File: config.mk
export PLATFORM = sky130hd
export DESIGN_NAME = prod_accumulator_flat
export DESIGN_NICKNAME = d
export VERILOG_FILES = /design/src/rtl/prod_accumulator_if.sv /design/src/rtl/prod_accumulator.sv /design/src/flat_wrapper.sv
export SDC_FILE = /design/constraint.sdc
export NUM_CORES = 1
export LEC_CHECK = 0
export ABC_CLOCK_PERIOD_IN_PS = 5900
export CAP_MARGIN = 20
export CORE_UTILIZATION = 59
export CTS_BUF_LIST = sky130_fd_sc_hd__clkbuf_2 sky130_fd_sc_hd__clkbuf_4 sky130_fd_sc_hd__clkbuf_8
export DETAILED_ROUTE_END_ITERATION = 10
export GPL_TIMING_DRIVEN = 1
export PLACE_DENSITY_LB_ADDON = 0.3
export SLEW_MARGIN = 20
export SYNTH_ARGS = -nofsm -noshare
export SYNTH_HDL_FRONTEND = slang
export SYNTH_SLANG_ARGS = --single-unit
File: constraint.sdc
create_clock -name clk -period 5.9 [get_ports clk]
set_clock_uncertainty 0.05 [all_clocks]
set_input_delay 1.77 -clock clk [delete_from_list [all_inputs] [get_ports clk]]
set_output_delay 1.77 -clock clk [all_outputs]
set_load 0.01 [all_outputs]
File: src/rtl/prod_accumulator_if.sv
// Product-in / sum-out stream bundle for the multiply-accumulate datapath.
// The master drives products and takes sums; the slave is the accumulator.
interface prod_accumulator_if #(
    parameter int unsigned PROD_W = 8,
    parameter int unsigned ACC_W  = 16
);
    logic              in_valid;
    logic              in_ready;
    logic [PROD_W-1:0] product;
    logic              out_valid;
    logic              out_ready;
    logic [ACC_W-1:0]  sum;
    logic              overflow;

    modport master (
        output in_valid, product, out_ready,
        input  in_ready, out_valid, sum, overflow
    );

    modport slave (
        input  in_valid, product, out_ready,
        output in_ready, out_valid, sum, overflow
    );
endinterface

File: src/rtl/prod_accumulator.sv
// Sums blocks of COUNT unsigned products and presents each block sum with a
// sticky carry-out flag over a valid/ready handshake.
module prod_accumulator #(
    parameter int unsigned PROD_W = 8,
    parameter int unsigned ACC_W  = 16,
    parameter int unsigned COUNT  = 4
) (
    input  logic                clk,
    input  logic                rst,
    input  logic                clear,
    prod_accumulator_if.slave   bus
);
    typedef enum logic {StAccum, StHold} state_e;

    localparam logic [7:0] LastCnt = 8'(COUNT - 1);

    state_e           r_state;
    logic [ACC_W-1:0] r_acc;
    logic [7:0]       r_cnt;
    logic             r_ovf;
    logic             r_in_ready;
    logic             r_out_valid;
    logic [ACC_W:0]   w_add;

    // Extra top bit captures the carry out of the accumulator width.
    always_comb begin
        w_add = {1'b0, r_acc} + {{(ACC_W + 1 - PROD_W){1'b0}}, bus.product};
    end

    always_ff @(posedge clk or posedge rst) begin
        if (rst) begin
            r_state     <= StAccum;
            r_acc       <= '0;
            r_cnt       <= '0;
            r_ovf       <= 1'b0;
            r_in_ready  <= 1'b1;
            r_out_valid <= 1'b0;
        end else if (clear) begin
            r_state     <= StAccum;
            r_acc       <= '0;
            r_cnt       <= '0;
            r_ovf       <= 1'b0;
            r_in_ready  <= 1'b1;
            r_out_valid <= 1'b0;
        end else begin
            case (r_state)
                StAccum: begin
                    if (bus.in_valid) begin
                        r_acc <= w_add[ACC_W-1:0];
                        r_ovf <= r_ovf | w_add[ACC_W];
                        if (r_cnt == LastCnt) begin
                            r_cnt       <= '0;
                            r_state     <= StHold;
                            r_in_ready  <= 1'b0;
                            r_out_valid <= 1'b1;
                        end else begin
                            r_cnt <= r_cnt + 8'd1;
                        end
                    end
                end
                StHold: begin
                    if (bus.out_ready) begin
                        r_acc       <= '0;
                        r_ovf       <= 1'b0;
                        r_state     <= StAccum;
                        r_in_ready  <= 1'b1;
                        r_out_valid <= 1'b0;
                    end
                end
            endcase
        end
    end

    assign bus.in_ready  = r_in_ready;
    assign bus.out_valid = r_out_valid;
    assign bus.sum       = r_acc;
    assign bus.overflow  = r_ovf;
endmodule

File: src/flat_wrapper.sv
// flat-port wrapper written by rule: the top's interface ports become plain ports
module prod_accumulator_flat 
#(
    parameter int unsigned PROD_W = 8,
    parameter int unsigned ACC_W  = 16,
    parameter int unsigned COUNT  = 4
)
  (clk, rst, clear, bus_in_valid, bus_product, bus_out_ready, bus_in_ready, bus_out_valid, bus_sum, bus_overflow);
  prod_accumulator_if #(.PROD_W(PROD_W), .ACC_W(ACC_W)) bus_i ();
  input  logic clk;
  input  logic rst;
  input  logic clear;
  input wire logic [$bits(bus_i.in_valid)-1:0] bus_in_valid;
  input wire logic [$bits(bus_i.product)-1:0] bus_product;
  input wire logic [$bits(bus_i.out_ready)-1:0] bus_out_ready;
  output wire logic [$bits(bus_i.in_ready)-1:0] bus_in_ready;
  output wire logic [$bits(bus_i.out_valid)-1:0] bus_out_valid;
  output wire logic [$bits(bus_i.sum)-1:0] bus_sum;
  output wire logic [$bits(bus_i.overflow)-1:0] bus_overflow;
  assign bus_i.in_valid = bus_in_valid;
  assign bus_i.product = bus_product;
  assign bus_i.out_ready = bus_out_ready;
  assign bus_in_ready = bus_i.in_ready;
  assign bus_out_valid = bus_i.out_valid;
  assign bus_sum = bus_i.sum;
  assign bus_overflow = bus_i.overflow;
  prod_accumulator #(.PROD_W(PROD_W), .ACC_W(ACC_W), .COUNT(COUNT)) u_core (.clk(clk), .rst(rst), .clear(clear), .bus(bus_i));
endmodule
# Word-level counts from Yosys, hierarchy flattened
# Cells that the tools add are included.
[word_totals]
input_bits = 13
elab_cells = 45
out_inout_bits = 19
register_bits = 28
[classes]
reduce_logical = 4
eq_ne = 5
muxes = 26
addsub = 2
bitwise = 2
[ops]
columns = ["cell", "count"]
rows = [
  ["two-way mux 16 bit", 3],
  ["two-way mux 8 bit", 4],
  ["one-hot mux 16 bit (2 select lines)", 1],
  ["adder 16 x 8 -> 17 bit", 1],
  ["two-way mux 1 bit", 14],
  ["adder 8 x 1 -> 8 bit, second input constant", 1],
  ["== test 8 x 2 -> 1 bit, second input constant", 1],
  ["one-hot mux 1 bit (2 select lines)", 4],
  ["inequality test 3 bit, second input constant", 2],
  ["AND reduction 2 bit", 2],
  ["inequality test 3 x 2 -> 1 bit, second input constant", 1],
  ["AND reduction 3 bit", 1],
  ["inequality test 2 bit, second input constant", 1],
  ["nonzero test 2 bit", 1],
  ["NOT 1 bit", 1],
  ["OR 1 bit", 1],
]

# Logic depth before layout (Yosys ltp)
[depth]
depth_word = 5
depth_mapped = 8
ltp_nobuf = 8

# Worst setup path after synthesis
# No wires, ideal clock.
[synth_timing]
path_type = "input to register"
start = "input bus_product[0]"
end = "register u_core.r_acc[14] (netlist: u_core.bus.sum[14])"
cell_stages = 8
arrival_ps = 3332
required_ps = 5773
path_slack_ps = 2441
setup_time_ps = 77
n_path_buf = 0
path_cell_list = "ha_1 -> inv_1 -> fa_1 -> nor2b_1 -> o31a_4 -> o21ai_2 -> or4_1 -> a21oi_1"
[synth_between]
elab_chain_len = 4
[synth_rtl]
columns = ["element", "line_no", "text"]
rows = [
  ["start, declared", "flat_wrapper.sv:14", "input wire logic [$bits(bus_i.product)-1:0] bus_product;"],
  ["adder 16 x 8 -> 17 bit", "prod_accumulator.sv:27", "w_add = {1'b0, r_acc} + {{(ACC_W + 1 - PROD_W){1'b0}}, bus.product};"],
  ["two-way mux 16 bit", "prod_accumulator.sv:48", "if (bus.in_valid) begin"],
  ["one-hot mux 16 bit (2 select lines)", "prod_accumulator.sv:46", "case (r_state)"],
  ["two-way mux 16 bit", "prod_accumulator.sv:38", "end else if (clear) begin"],
  ["end signal, assigned", "prod_accumulator.sv:49", "r_acc <= w_add[ACC_W-1:0];"],
  ["end, declared", "prod_accumulator.sv:18", "logic [ACC_W-1:0] r_acc;"],
]
# Every way passes these cells. The select of a mux whose other input is x is not followed.
# A chain may end at the register's enable or synchronous reset.

# Final worst setup path
# Ends and elaborated chain as after synthesis.

==> results.md <==
- The flow ran to the end, but the final reports show violations.
- The final reports fail on design-rule violations.
- At the pin with the least slew margin, the transition time is 0.778 ns.
- The yosys synthesis warning count is 0.
- The count of final hold-check violations is 0.
- The full die area is 3320 sq um.
- The total of hold buffers inserted after clock tree synthesis is 0.
- The main flop type after synthesis is dfrtp_1.
- The arrival time reported for the critical path endpoint is 4.01 ns.
- The largest single stage delay on the critical path is 0.50 ns.
- The final critical-path share of the clock period is 64.4%.
- The cell with the most instances after synthesis is dfrtp_1.
- For this run, the total global-route usage over all layers was measured as about 27%.
- From bottom edge to top edge, the die measures about 58 um.
- Routability-driven placement finished with a final weighted congestion of 0.951.
- Input and output buffers added on the ports amount to 31.
- In this run, the number of DRC markers left after iteration 0 of detailed routing was 100.
- After synthesis the cells add up to 1820 sq um.
- The share of synthesized area in the top cell type comes to about 37%.
- The count of nets after finishing is 255.
- The worst pin sits at a relative slew slack of 47.9%.
- The HPWL after detailed placement is 3.15 mm.
- The routed length per placed instance is 16.0 um.
- In this run the standard cell core region covers 2850 sq um.
- Across the VDD grid, the largest voltage drop is roughly 0.13 mV.
- The clock drives 28 sinks.
- For the worst setup path, the data required time is 6.11 ns.
- The initial antenna violation count is 0.
- In this run, post-CTS repair resized a total of 0 instances.
- Setup total negative slack on the finished layout was measured at 0 ns.
- The worst setup path is of the input port to register kind.
- Traced cell by cell, the critical path runs through clkdlybuf4s50_1 -> ha_1 -> inv_1 -> fa_1 -> nor2b_1 -> o31a_4 -> o21ai_2 -> or4_1 -> a21oi_1.
- The register clock-pin slew on the reported worst setup and hold paths is 0.16 ns.
- The row count is 19.
- The number of vias per cell after detailed routing is 6.40.
- The clock network latency to the later pin of the worst-skew pair is 0.33 ns.
- The I/O pin count is 32.
- The library cell contributing the largest single delay on the critical path is or4_1.
- The gate count of the mapped netlist is 200.
- STA classifies the critical path endpoint as a register.
- The clock tree from TritonCTS is built.
- The pin count of the biggest net entering global routing is 29.
- The width of the die is 57.6 um.
- Once detail routing completed, the nets flagged for antenna violations numbered 0.
- The number of different library cells used by synthesis comes to 49.
- Counting flops with an async set or reset pin after synthesis yields a share of between 90% and 100%.
- In the final layout, the share of cells above drive strength 1 is 6.93%.
- The repair_antennas step left the layout with diodes totalling 0.
- Based on the critical path, the design can be clocked at up to 263 MHz.
- The shortest clock period the worst path allows after layout is 3.80 ns.
- The worst setup path is launched from an input port.
- Of all cell types, the one taking the most synthesized area is dfrtp_1.
- The number of max-slew violations in the final report is 0.
- Buffers added to address setup during post-CTS repair amount to 0.
- The total number of vias is 1,677.
- Compared with the post-synthesis result, the final layout area differs by 20.0%.
- The number of clock buffers inserted by TritonCTS is 3.
- The detailed-router iteration count before antenna repair is 8.
- Yosys attributes the largest share of cell area to dfrtp_1, ha_1, o21ai_0.
- The via count of the first global-routing pass was 1,605.
- The synthesized design contains 28 register bits.
- The register area share after synthesis is 38.5%.
- For this run the aggregate overflow at the end of global routing stands at 0.
- The detailed-route wire length is 4.19 mm.
- The ratio of total power to cell area is 205 nW/um^2.
- The leakage power is 0.931 nW.
- For this run, design rule violations remaining after detail routing come to 3.
- The max-capacitance violation count is 0.
- Yosys mapped a number of flops with a built-in enable equal to 0.
- Setup violations remaining at the end of the flow were counted as 0.
- In this run the number of H-tree levels came out at 1.
- The global-route wire length before repair is 6.98 mm.
- For this configuration, the core starts out at a cell density of 63.9%.
- The maximum count of clock buffers along a single path is 2.
- Setup repair after global routing left no endpoint under its margin.
- The class of the tightest hold or removal check is register to register.
- The post-route worst hold slack is 0.490 ns.
- The net count of the mapped netlist is 223.
- Counting instances in the post-synthesis netlist gives the leading cell types as dfrtp_1, nand2_1, nor2_1, o21ai_0, a21oi_1.
- The root buffer cell chosen for the clock tree is clkbuf_4.
- The average cell area after synthesis is around 9.1 sq um.
- In this run the worst path has a maximum fanout of 7.
[critical path: cells and delay by family]
| family | cells | cell delay (ns) |
|---|---|---|
| AO/OA/AOI/OAI | 3 | 0.45 |
| adder cells (fa/ha/maj) | 2 | 0.57 |
| buffers and inverters | 2 | 0.51 |
| AND/OR/NAND/NOR | 2 | 0.71 |
[cells by family after synthesis]
family                   Yosys count  synth area share, %
buffers and inverters             14                 3.22
XOR/XNOR                          10                 4.80
AO/OA/AOI/OAI                     60                 23.5
flip-flops                        28                 38.5
adder cells (fa/ha/maj)           10                 7.27
multiplexers                       1                0.549
AND/OR/NAND/NOR                   77                 22.2
[power by group]
group	internal [W]	total, W	switching (W)
Sequential	0.000203	0.000214	0.0000111
Clock	0.0000378	0.0000960	0.0000582
Combinational	0.0000637	0.000140	0.0000762
Total	0.000304	0.000450	0.000146
[layout by cell type (no fill, tap or decap), types with 3 or more instances in the layout]
| master | count |
|---|---|
| nand2_1 | 19 |
| a21oi_1 | 11 |
| o21ai_0 | 18 |
| o21a_1 | 3 |
| nor3_1 | 3 |
| clkdlybuf4s50_1 | 31 |
| and3_1 | 3 |
| ha_1 | 9 |
| nand3_1 | 10 |
| xnor2_1 | 5 |
| and2_1 | 3 |
| inv_1 | 9 |
| dfrtp_1 | 27 |
| clkbuf_4 | 3 |
| nand4_1 | 6 |
| xor2_1 | 5 |
| a21o_1 | 4 |
| or3_1 | 4 |
| nor2_1 | 18 |
| a31oi_1 | 4 |
[worst paths after layout]
path                                        start                 end  slack, ns  cells past startpoint
worst max-delay path               bus_product[0]  u_core.bus.sum[14]       2.10                      9
worst min-delay path            u_core.bus.sum[3]   u_core.bus.sum[3]       0.49                      2
worst max register to register  u_core.bus.sum[0]  u_core.bus.sum[14]       3.57                      8
worst min register to register  u_core.bus.sum[3]   u_core.bus.sum[3]       0.49                      2
max in group asynchronous                     rst  u_core.bus.sum[11]       3.67                      2
min in group asynchronous                     rst   u_core.bus.sum[2]       1.74                      2
[metrics by stage]
step	instance area [sq um]	utilization (%)	cells	worst slack (ns)	total power, W
2_1_floorplan	1820	-	200	2.44	0.000307
3_3_place_gp	2150	75.4	258	1.90	0.000350
5_1_grt	2190	76.7	262	2.02	0.000471
6_report	2190	76.7	262	2.10	0.000450
3_5_place_dp	2150	75.4	258	1.75	0.000355
4_1_cts	2190	76.7	262	2.11	0.000450
[state kept, by name (all words and copies together) (netlist names)]
register,count
u_core.bus.in_ready,1
u_core.bus.out_valid,1
u_core.bus.overflow,1
u_core.bus.sum,16
u_core.r_cnt,8
u_core.r_state,1
[layer usage]
metal  wire length, um  share of wire, %  up-vias  global-route usage (%)
li1                  -                 -      807                       -
met1              1830                44      793                    34.9
met2              2060                49       69                    46.3
met3               254               6.1        8                    3.40
met4                43               1.0        0                    8.36
met5                 0                 0        -                       0
[layout make-up]
class / instances / area [sq um]
clock buffer: 4 / 36.3
fill: 218 / 664
multi-input combinational: 158 / 1060
timing repair buffer: 31 / 310
inverter: 10 / 37.5
sequential: 28 / 702
tap: 31 / 38.8
Note: power is estimated with default switching activity, not from simulation.
